## src/rtl/clk_div_multi.sv

```systemverilog
// clk_div_multi: NUM_CH independent programmable clock dividers sharing one
// input clock. Each channel produces a 50 % square enable-clock (Clkout) and
// a one-cycle Tick per period. New divisors wait in a shadow register while
// a channel is running and are only applied at a period boundary, so a
// channel never glitches and its counter never runs past its terminal count.

module clk_div_multi #(
    parameter int NUM_CH      = 4,
    parameter int CH_W        = 2,
    parameter int CNT_W       = 26,
    parameter int DEFAULT_DIV = 39_999_999
) (
    input  logic              Clkin,
    input  logic              Rstn,
    input  logic [NUM_CH-1:0] En,
    input  logic              Sync,
    input  logic              Wr_en,
    input  logic [CH_W-1:0]   Wr_ch,
    input  logic [CNT_W-1:0]  Wr_div,
    output logic [NUM_CH-1:0] Clkout,
    output logic [NUM_CH-1:0] Tick,
    output logic [NUM_CH-1:0] Pending
);

    // Reset terminal count, truncated to the counter width.
    localparam logic [CNT_W-1:0] DEF_DIV = CNT_W'(DEFAULT_DIV);

    // Per-channel state.
    logic [CNT_W-1:0]  r_cnt    [NUM_CH];
    logic [CNT_W-1:0]  r_active [NUM_CH];
    logic [CNT_W-1:0]  r_shadow [NUM_CH];
    logic [NUM_CH-1:0] r_clkout;
    logic [NUM_CH-1:0] r_tick;
    logic [NUM_CH-1:0] r_pending;

    // All outputs come straight from registers; nothing combinational
    // reaches the pins.
    assign Clkout  = r_clkout;
    assign Tick    = r_tick;
    assign Pending = r_pending;

    for (genvar gi = 0; gi < NUM_CH; gi++) begin : gCh

        // Decoded per-channel controls. Write addresses at or beyond NUM_CH
        // never match any channel and are therefore ignored.
        logic             w_wr;
        logic             w_wrap;
        logic             w_sync;
        logic [CNT_W-1:0] w_boundaryDiv;

        assign w_wr   = Wr_en && (Wr_ch == CH_W'(gi));
        assign w_sync = Sync && En[gi];
        assign w_wrap = En[gi] && (r_cnt[gi] == r_active[gi]);

        // Divisor to adopt at any period boundary (wrap, sync, stop): a
        // same-cycle write wins, otherwise a waiting shadow, otherwise keep.
        always_comb begin
            w_boundaryDiv = r_active[gi];
            if (w_wr) begin
                w_boundaryDiv = Wr_div;
            end else if (r_pending[gi]) begin
                w_boundaryDiv = r_shadow[gi];
            end
        end

        // Channel sequencer: Sync beats a stopped channel, which beats the
        // normal wrap/count behaviour. Stopping is treated as a period
        // boundary too, so a waiting divisor is applied rather than lost.
        always_ff @(posedge Clkin or negedge Rstn) begin
            if (!Rstn) begin
                r_cnt[gi]     <= '0;
                r_active[gi]  <= DEF_DIV;
                r_shadow[gi]  <= DEF_DIV;
                r_clkout[gi]  <= 1'b0;
                r_tick[gi]    <= 1'b0;
                r_pending[gi] <= 1'b0;
            end else if (w_sync || !En[gi]) begin
                r_cnt[gi]     <= '0;
                r_clkout[gi]  <= 1'b0;
                r_tick[gi]    <= 1'b0;
                r_active[gi]  <= w_boundaryDiv;
                r_pending[gi] <= 1'b0;
            end else if (w_wrap) begin
                r_cnt[gi]     <= '0;
                r_clkout[gi]  <= ~r_clkout[gi];
                r_tick[gi]    <= 1'b1;
                r_active[gi]  <= w_boundaryDiv;
                r_pending[gi] <= 1'b0;
            end else begin
                r_cnt[gi]  <= r_cnt[gi] + 1'b1;
                r_tick[gi] <= 1'b0;
                if (w_wr) begin
                    r_shadow[gi]  <= Wr_div;
                    r_pending[gi] <= 1'b1;
                end
            end
        end
    end

endmodule

```

## config.mk

```make
export PLATFORM = sky130hd
export DESIGN_NAME = clk_div_multi
export DESIGN_NICKNAME = d
export VERILOG_FILES = /design/src/rtl/clk_div_multi.sv
export SDC_FILE = /design/constraint.sdc
export NUM_CORES = 1
export LEC_CHECK = 0
export ABC_AREA = 0
export CORE_MARGIN = 2
export CORE_UTILIZATION = 35
export CTS_BUF_LIST = sky130_fd_sc_hd__clkbuf_4 sky130_fd_sc_hd__clkbuf_8
export DETAILED_ROUTE_END_ITERATION = 6
export GPL_TIMING_DRIVEN = 1
export REMOVE_ABC_BUFFERS = 1
export SYNTH_ARGS = -nofsm -noshare
export SYNTH_HDL_FRONTEND = slang
export SYNTH_SLANG_ARGS = --single-unit
```

## constraint.sdc

```tcl
create_clock -name Clkin -period 7.2 [get_ports Clkin]
set_input_delay 1.44 -clock Clkin [delete_from_list [all_inputs] [get_ports Clkin]]
set_output_delay 1.44 -clock Clkin [all_outputs]
set_load 0.1 [all_outputs]
```

# Word level (Yosys, flattened, before mapping)
# Cells that the tools add are included.
# word_totals
inputBits,36
reg_bits,324
# classes
n_eq_ne,7
mux,52
reduce_logical,33
addsub,4
bitwise_logic,12
# op_table
cell,count
$mux 26,24
$add 26x1->26 const B,4
$eq 26x26->1,4
$mux 1,28
$logic_and 1x1->1,12
$not 1->1,12
$reduce_and 3->1,4
$reduce_bool 3->1,4
$reduce_bool 2->1,4
$eq 2x2->1 const B,2
$logic_not 1->1,4
$logic_or 1x1->1,4
$eq 2x1->1 const B,1
$logic_not 2->1,1

# Logic depth before layout (Yosys ltp)
# Gate-level depths: netlist of the first run.
# logic_depth
ltp_word,5
depth_mapped,9

# Worst setup path after synthesis of the first run
# No wires, ideal clock.
# synth_timing
path_type,input to register
from,input port Wr_ch[1]
to,register r_active[61] in the netlist's numbering
arrival_time_ns,3.151
setup_time_ns,0.125
required_ns,7.075
setup_slack_ns,3.923
cell_stages,8
path_cell_list,nand3b_1 > clkbuf_1 > nor2b_1 > or4_1 > o22a_1 > buf_2 > buf_6 > mux2_4
# synth_via
elab_chain_cells,5
# synth_lines
item,line,rtl
from (decl),18,"input logic [CH_W-1:0] Wr_ch,"
$eq 2x1->1 (*),51,assign w_wr = Wr_en && (Wr_ch == CH_W'(gi));
$logic_and 1x1->1 (*),51,
$mux 26 (*),59,if (w_wr) begin
$mux 26,83,end else if (w_wrap) begin
$mux 26 (*),77,end else if (w_sync || !En[gi]) begin
"to (signal, indexed assignment)",81,r_active[gi] <= w_boundaryDiv;
"to (signal, indexed assignment)",87,r_active[gi] <= w_boundaryDiv;
to (decl),30,logic [CNT_W-1:0] r_active [NUM_CH];
# Every way passes the cells marked *; elsewhere a longest branch is shown, timed or not. The select of a mux whose other input is x is not followed.
# A chain may end at the register's enable or synchronous reset.

# Worst setup path after layout of the first run
# layout_timing
from,input port Wr_ch[0]
to,register r_active[15] in the netlist's numbering
# layout_via
elab_chain_cells,5
# layout_lines
item,line
$eq 2x2->1 (*),51
$logic_and 1x1->1 (*),51
$mux 26 (*),59
$mux 26,83
$mux 26 (*),77
# Marked as above.

==> results.cfg, run 1 <==
[status]
status = completed

[sta]
final_worst_clock_skew_ps = 16.20
slew_headroom = 0.1953
drv_slew = 0
unrepaired_setup_endpoints_after_global_routing = no
setup_viol_count_final = 0
post-route-min-period_ps = 3623
fin_setup_tns_ps = 0
post-route-period-util = 0.5032
tightest_slew_ps = 1196
timing_hold_violations_final = 0
max_freq_ghz = 0.2760

[place]
place.detailed.hpwl_um = 25000
placed_cells_incl_taps = 1975
placement.io_buffers = 47
place.gp.congestion = 0.8326

[routing]
detail_route.wl_per_cell_um = 18.12
post-route-drc-count = 0
detailedRoute.firstPassIterationCount = 5
post_drt_via_cell_ratio = 5.065
detail_route.wirelength_um = 37630
postRouteAntennaNets = 0
detailed_route_via_count = 10510
initialDrtViolationCount = 642

[min_path]
holdPathStages = 2
hp-start = r_shadow[6]
hold_end = r_shadow[6]
timing.hold.worst.class = reg -> reg

[logic_synthesis]
synth-seq-cells = 324
synth_cells = 1375
synthesis.yosys.warnings = 0
postSynth.topFlopCell = sky130_fd_sc_hd__dfrtp_1
synth_seq_area_share = 0.5098
synth_enable_flop_cells = 0
syn_area_um2 = 16220
postSynthAreaPerCell_um2 = 11.79
yosys.cell_types.count = 45
synth-async-reset-ratio = 1.000

[clock_tree]
cts.reportedPaths.clkPinSlew_ps = 60
clock_insertion_delay_worst_skew_ps = 600
library_cell_used_as_clock_root_buffer = sky130_fd_sc_hd__clkbuf_8
cts_max_level = 2
cts_buffer_depth = 3
clock_tree_sinks = 324
cts_tree = built
cts_made_buffers = 53
ctsResizeCount = 0
post_cts_buffers = 0
number_of_buffers_inserted_for_hold_repair_after_clock_tree_synthesis = 0

[pwr]
irDropWorstVdd_v = 0.0001304
cell_pwr_density_nw_per_um2 = 304.0
static-leakage-power_nw = 7.399

[finish]
mostFrequentLayoutCell = sky130_fd_sc_hd__mux2_2
final_cells = 2076
flow.area_growth_from_synthesis_pct = 13.39
final_nets = 1470
share_of_layout_cells_above_drive_strength_1 = 0.3505
final_core_utilization = 0.4034
mostFrequentLayoutCells = 201 x sky130_fd_sc_hd__mux2_2, 196 x sky130_fd_sc_hd__dfrtp_1, 145 x sky130_fd_sc_hd__xnor2_1, 131 x sky130_fd_sc_hd__nor2_1, 128 x sky130_fd_sc_hd__dfstp_2

[grt]
busiest_layer = met2
globalRouteOverflowTotal = 0
groute.usage.overall = 0.1598
wire_length_of_the_first_global_routing_pass_um = 60060
globalRouteMet3Util = 0.03105
grt_util_met2 = 0.2368
antenna_found_initial = 0
grt_start_max_net_pins = 174
first_global_vias = 10810
use_met1 = 0.2358

[critical_path]
worst_reg_to_reg_setup_slack_ps = 4220
worst_path_required_time_ps = 7680
worst_path_dominant_cell_family = buffers and inverters
crit_start = Wr_ch[0]
worst-path-buf-inv = 2
max_stage_delay_ps = 610
r2r_end = r_shadow[23]
crit_path_cell_trace = clkdlybuf4s50_1 > and3_1 > buf_4 > nor2_1 > or4_1 > o22a_1 > mux2_2
critical_path.max_fanout = 28
crit_path_end_kind = flop
crit_type = in -> reg
critical_register_to_register_path_startpoint = r_cnt[3]
worst_path_max_delay_cell = sky130_fd_sc_hd__o22a_1
worst_ep_arrival_time_ps = 4110
depth_of_the_most_critical_reg_to_reg_path = 6
critical_path.startpoint_type = input port

[flow_run]
maxCapViolations = 0

[floorplan]
core-area_um2 = 45580
dieHeight_um = 219.3
rows = 78
io-pin-count = 48
die_w_um = 219.3
die-area_um2 = 48070
initial_utilization = 0.3558
[cell type report]
type	instances	area [µm²]
flip-flops and latches	324	8268
clock inverters	2	12.51
well taps	600	750.7
fillers	4346	27190
diodes	1	2.502
inverters	37	138.9
repair buffers	61	593.1
multi-input cells	953	7448
clock buffers	98	1174
[through the flow]
stage	cell area (µm²)	hold WS (ps)	total power [mW]	setup slack (ps)
floorplan	15840	465.8	3.496	2098
global placement	17200	473.4	3.819	3003
detailed placement	17200	476.6	3.861	2963
CTS	18390	486.3	5.648	3557
global route	18390	503.1	5.884	3428
finish	18390	486.7	5.590	3577
[worst max path at each step]
stage	end	slack, ps	cells past startpoint
floorplan	r_shadow[87]	2100	3
global placement	r_active[24]	3000	7
detailed placement	r_active[15]	2960	7
CTS	Clkout[0]	3560	1
global route	r_active[15]	3430	7
finish	r_active[15]	3580	7
[cells by family after synthesis]
family                   synth area share
adder cells (fa/ha/maj)          0.003086
AO/OA/AOI/OAI                     0.01852
flip-flops                         0.5098
buffers and inverters             0.03210
XOR/XNOR                           0.1085
multiplexers                       0.1951
AND/OR/NAND/NOR                    0.1329
[tightest hold or removal path, cell delays in order, from the launching register on]
cell and delay [ps]:
sky130_fd_sc_hd__dfstp_2 370, sky130_fd_sc_hd__inv_1 40, sky130_fd_sc_hd__o22ai_1 70
[state kept, by name (all words and copies together) (netlist names)]
register,flops
r_shadow,104
Clkout,4
Tick,4
Pending,4
r_cnt,104
r_active,104
[cells in the mapped netlist (25+ instances only)]
master	n	area, µm²
sky130_fd_sc_hd__xnor2_1	145	1270
sky130_fd_sc_hd__dfrtp_1	196	4905
sky130_fd_sc_hd__nor2_1	131	491.7
sky130_fd_sc_hd__o22ai_1	25	156.4
sky130_fd_sc_hd__mux2_2	201	2263
sky130_fd_sc_hd__nand3_1	35	175.2
sky130_fd_sc_hd__inv_1	37	138.9
sky130_fd_sc_hd__mux2_4	60	900.9
sky130_fd_sc_hd__nand4_1	75	469.2
sky130_fd_sc_hd__nand2_1	111	416.7
sky130_fd_sc_hd__clkbuf_1	26	97.59
sky130_fd_sc_hd__xor2_1	54	473.0
sky130_fd_sc_hd__dfstp_2	128	3363
[routing by layer]
metal / wire [µm] / part of all wire
met1: 18610 / 0.49
met2: 16340 / 0.43
met3: 1840 / 0.049
met4: 841 / 0.022
met5: 0 / 0
[where the power goes]
group          total [mW]  internal [mW]  leakage, nW  switching [mW]
sequential           2.68           2.40         3.93           0.280
combinational        1.16          0.666         2.83           0.495
clock                1.75           1.01        0.636           0.743
(Power assumes the default switching activity.)
==> run 2, diff against run 1 <==
clock period = 3.1 ns   (was 7.2 ns; I/O delays follow)
==> run 2 against run 1 <==
  * Combinational power grew 140%
  * Sequential cell count is the same
  * Critical path depth shrank 1
  * Final area grew 1.5%
  * Sequential share of layout area shrank 0.67 points
  * Clock power grew 140%
  * Critical endpoint is now r_active[13]
  * Largest power group unchanged
==> results.cfg, run 2 (synthesized netlist as in run 1, its figures left out) <==
[critical_path]
worst_reg_to_reg_setup_slack_ps = 610
crit_path_end_kind = flop
max_stage_delay_ps = 660
critical_register_to_register_path_startpoint = r_cnt[4]
depth_of_the_most_critical_reg_to_reg_path = 6
worst_path_max_delay_cell = sky130_fd_sc_hd__or4_1
critical_path.startpoint_type = flop
worst_path_dominant_cell_family = simple AND/OR/NAND/NOR gates
crit_path_cell_trace = xnor2_1 > nand4_1 > or4_1 > o22a_1 > buf_12 > mux2_2
critical_path.max_fanout = 24
crit_type = reg -> reg
worst-path-buf-inv = 1
worst_path_required_time_ps = 3590
worst_ep_arrival_time_ps = 2970
r2r_end = r_active[13]

[routing]
detail_route.wirelength_um = 38110
post_drt_via_cell_ratio = 5.030
post-route-drc-count = 0
detail_route.wl_per_cell_um = 18.13
initialDrtViolationCount = 737
detailed_route_via_count = 10570
detailedRoute.firstPassIterationCount = 7
postRouteAntennaNets = 0

[status]
status = completed

[sta]
timing_hold_violations_final = 0
post-route-period-util = 0.8025
slew_headroom = 0.4236
drv_slew = 0
unrepaired_setup_endpoints_after_global_routing = no
timing.hold.ws_ps = 486.7
setup_viol_count_final = 0
max_freq_ghz = 0.4020
post-route-min-period_ps = 2488
final_worst_clock_skew_ps = 28.47
tightest_slew_ps = 857.4
fin_setup_tns_ps = 0

[flow_run]
maxCapViolations = 0

[grt]
grt_start_max_net_pins = 82
wire_length_of_the_first_global_routing_pass_um = 61110
globalRouteOverflowTotal = 0
antenna_found_initial = 0
first_global_vias = 10900
groute.usage.overall = 0.1616

[min_path]
hp-start = r_shadow[3]
holdPathStages = 2
hold_end = r_shadow[3]
timing.hold.worst.class = reg -> reg

[floorplan]
core-area_um2 = 45580
rows = 78
die_w_um = 219.3
die-area_um2 = 48070
io-pin-count = 48
initial_utilization = 0.3558
dieHeight_um = 219.3

[finish]
regArea_um2 = 8268
flow.area_growth_from_synthesis_pct = 15.11
multi_input_area_um2 = 7448
mostFrequentLayoutCell = sky130_fd_sc_hd__mux2_2
largest_registers_ranked_by_flip_flop_count = r_active: 104 flops, r_cnt: 104 flops, r_shadow: 104 flops
final_nets = 1496
mostFrequentLayoutCells = 201 x sky130_fd_sc_hd__mux2_2, 196 x sky130_fd_sc_hd__dfrtp_1, 145 x sky130_fd_sc_hd__xnor2_1, 131 x sky130_fd_sc_hd__nor2_1, 128 x sky130_fd_sc_hd__dfstp_2
n_fill_cell = 4293
share_of_layout_cells_above_drive_strength_1 = 0.3687

[clock_tree]
clock_tree_sinks = 324
post_cts_buffers = 0
cts_made_buffers = 53
library_cell_used_as_clock_root_buffer = sky130_fd_sc_hd__clkbuf_8
cts_buffer_depth = 3
cts.reportedPaths.clkPinSlew_ps = 60
cts_tree = built
cts_max_level = 2
clock_insertion_delay_worst_skew_ps = 600

[place]
placement.io_buffers = 47
place.detailed.hpwl_um = 25910
place.gp.congestion = 0.8395

[pwr]
cell_pwr_density_nw_per_um2 = 701.9
post-layout-total-power_mw = 13.10
static-leakage-power_nw = 7.589
irDropWorstVdd_v = 0.0002778
==> run 2: area by class of cell <==
class,count,area share
flip-flops and latches,324,0.4429
clock buffers,86,0.05972
well taps,600,0.04022
clock inverters,13,0.004960
multi-input cells,953,0.3990
repair buffers,87,0.04545
inverters,37,0.007440
diodes,2,0.0002681
==> run 2: worst register-to-register path: stages (launching register included) <==
cell                      delay [ps]
sky130_fd_sc_hd__dfrtp_1         430
sky130_fd_sc_hd__xnor2_1         360
sky130_fd_sc_hd__nand4_1         130
sky130_fd_sc_hd__or4_1           660
sky130_fd_sc_hd__o22a_1          300
sky130_fd_sc_hd__buf_12          200
sky130_fd_sc_hd__mux2_2          290
==> run 2: routing by layer <==
metal | vias to the layer above | GRT usage | routed length, µm
li1 | 4917 | - | -
met4 | 0 | 0.04032 | 645
met5 | - | 0 | 0
met2 | 239 | 0.2509 | 17160
met3 | 54 | 0.02924 | 1875
met1 | 5363 | 0.2324 | 18430
==> run 2: what timing repair did <==
| action | 4_1_cts | 5_1_grt |
|---|---|---|
| setup endpoints to repair | 0 | 0 |
| hold buffers | 1 | 0 |
| resized for setup | 0 | 0 |
| endpoints found under the hold margin | 8 | 0 |
==> run 2: worst max-delay path by stage <==
| stage | cells after the start | endpoint | startpoint | slack, ps |
|---|---|---|---|---|
| CTS | 6 | r_shadow[2] | r_cnt[3] | 640 |
| global route | 6 | r_shadow[6] | r_cnt[3] | 490 |
| global placement | 7 | r_shadow[87] | Wr_en | 300 |
| floorplan | 3 | r_shadow[87] | Wr_ch[1] | -1180 |
| finish | 6 | r_active[13] | r_cnt[4] | 610 |
| detailed placement | 7 | r_shadow[88] | Wr_en | 280 |
==> run 2: power by group <==
group | switching, mW | leakage, nW | internal, mW
registers | 0.663 | 3.93 | 5.57
logic | 1.16 | 3.01 | 1.57
clock network | 1.78 | 0.647 | 2.36
==> run 2: stage by stage <==
step / instances / util / instance area (µm²) / worst slack [ps]
finish: 2102 / 0.4096 / 18670 / 612.1
global route: 2100 / 0.4095 / 18660 / 490.6
CTS: 2100 / 0.4095 / 18660 / 640.1
detailed placement: 2000 / 0.3827 / 17440 / 283.5
global placement: 2000 / 0.3827 / 17440 / 297.2
floorplan: 1314 / - / 15840 / -1182
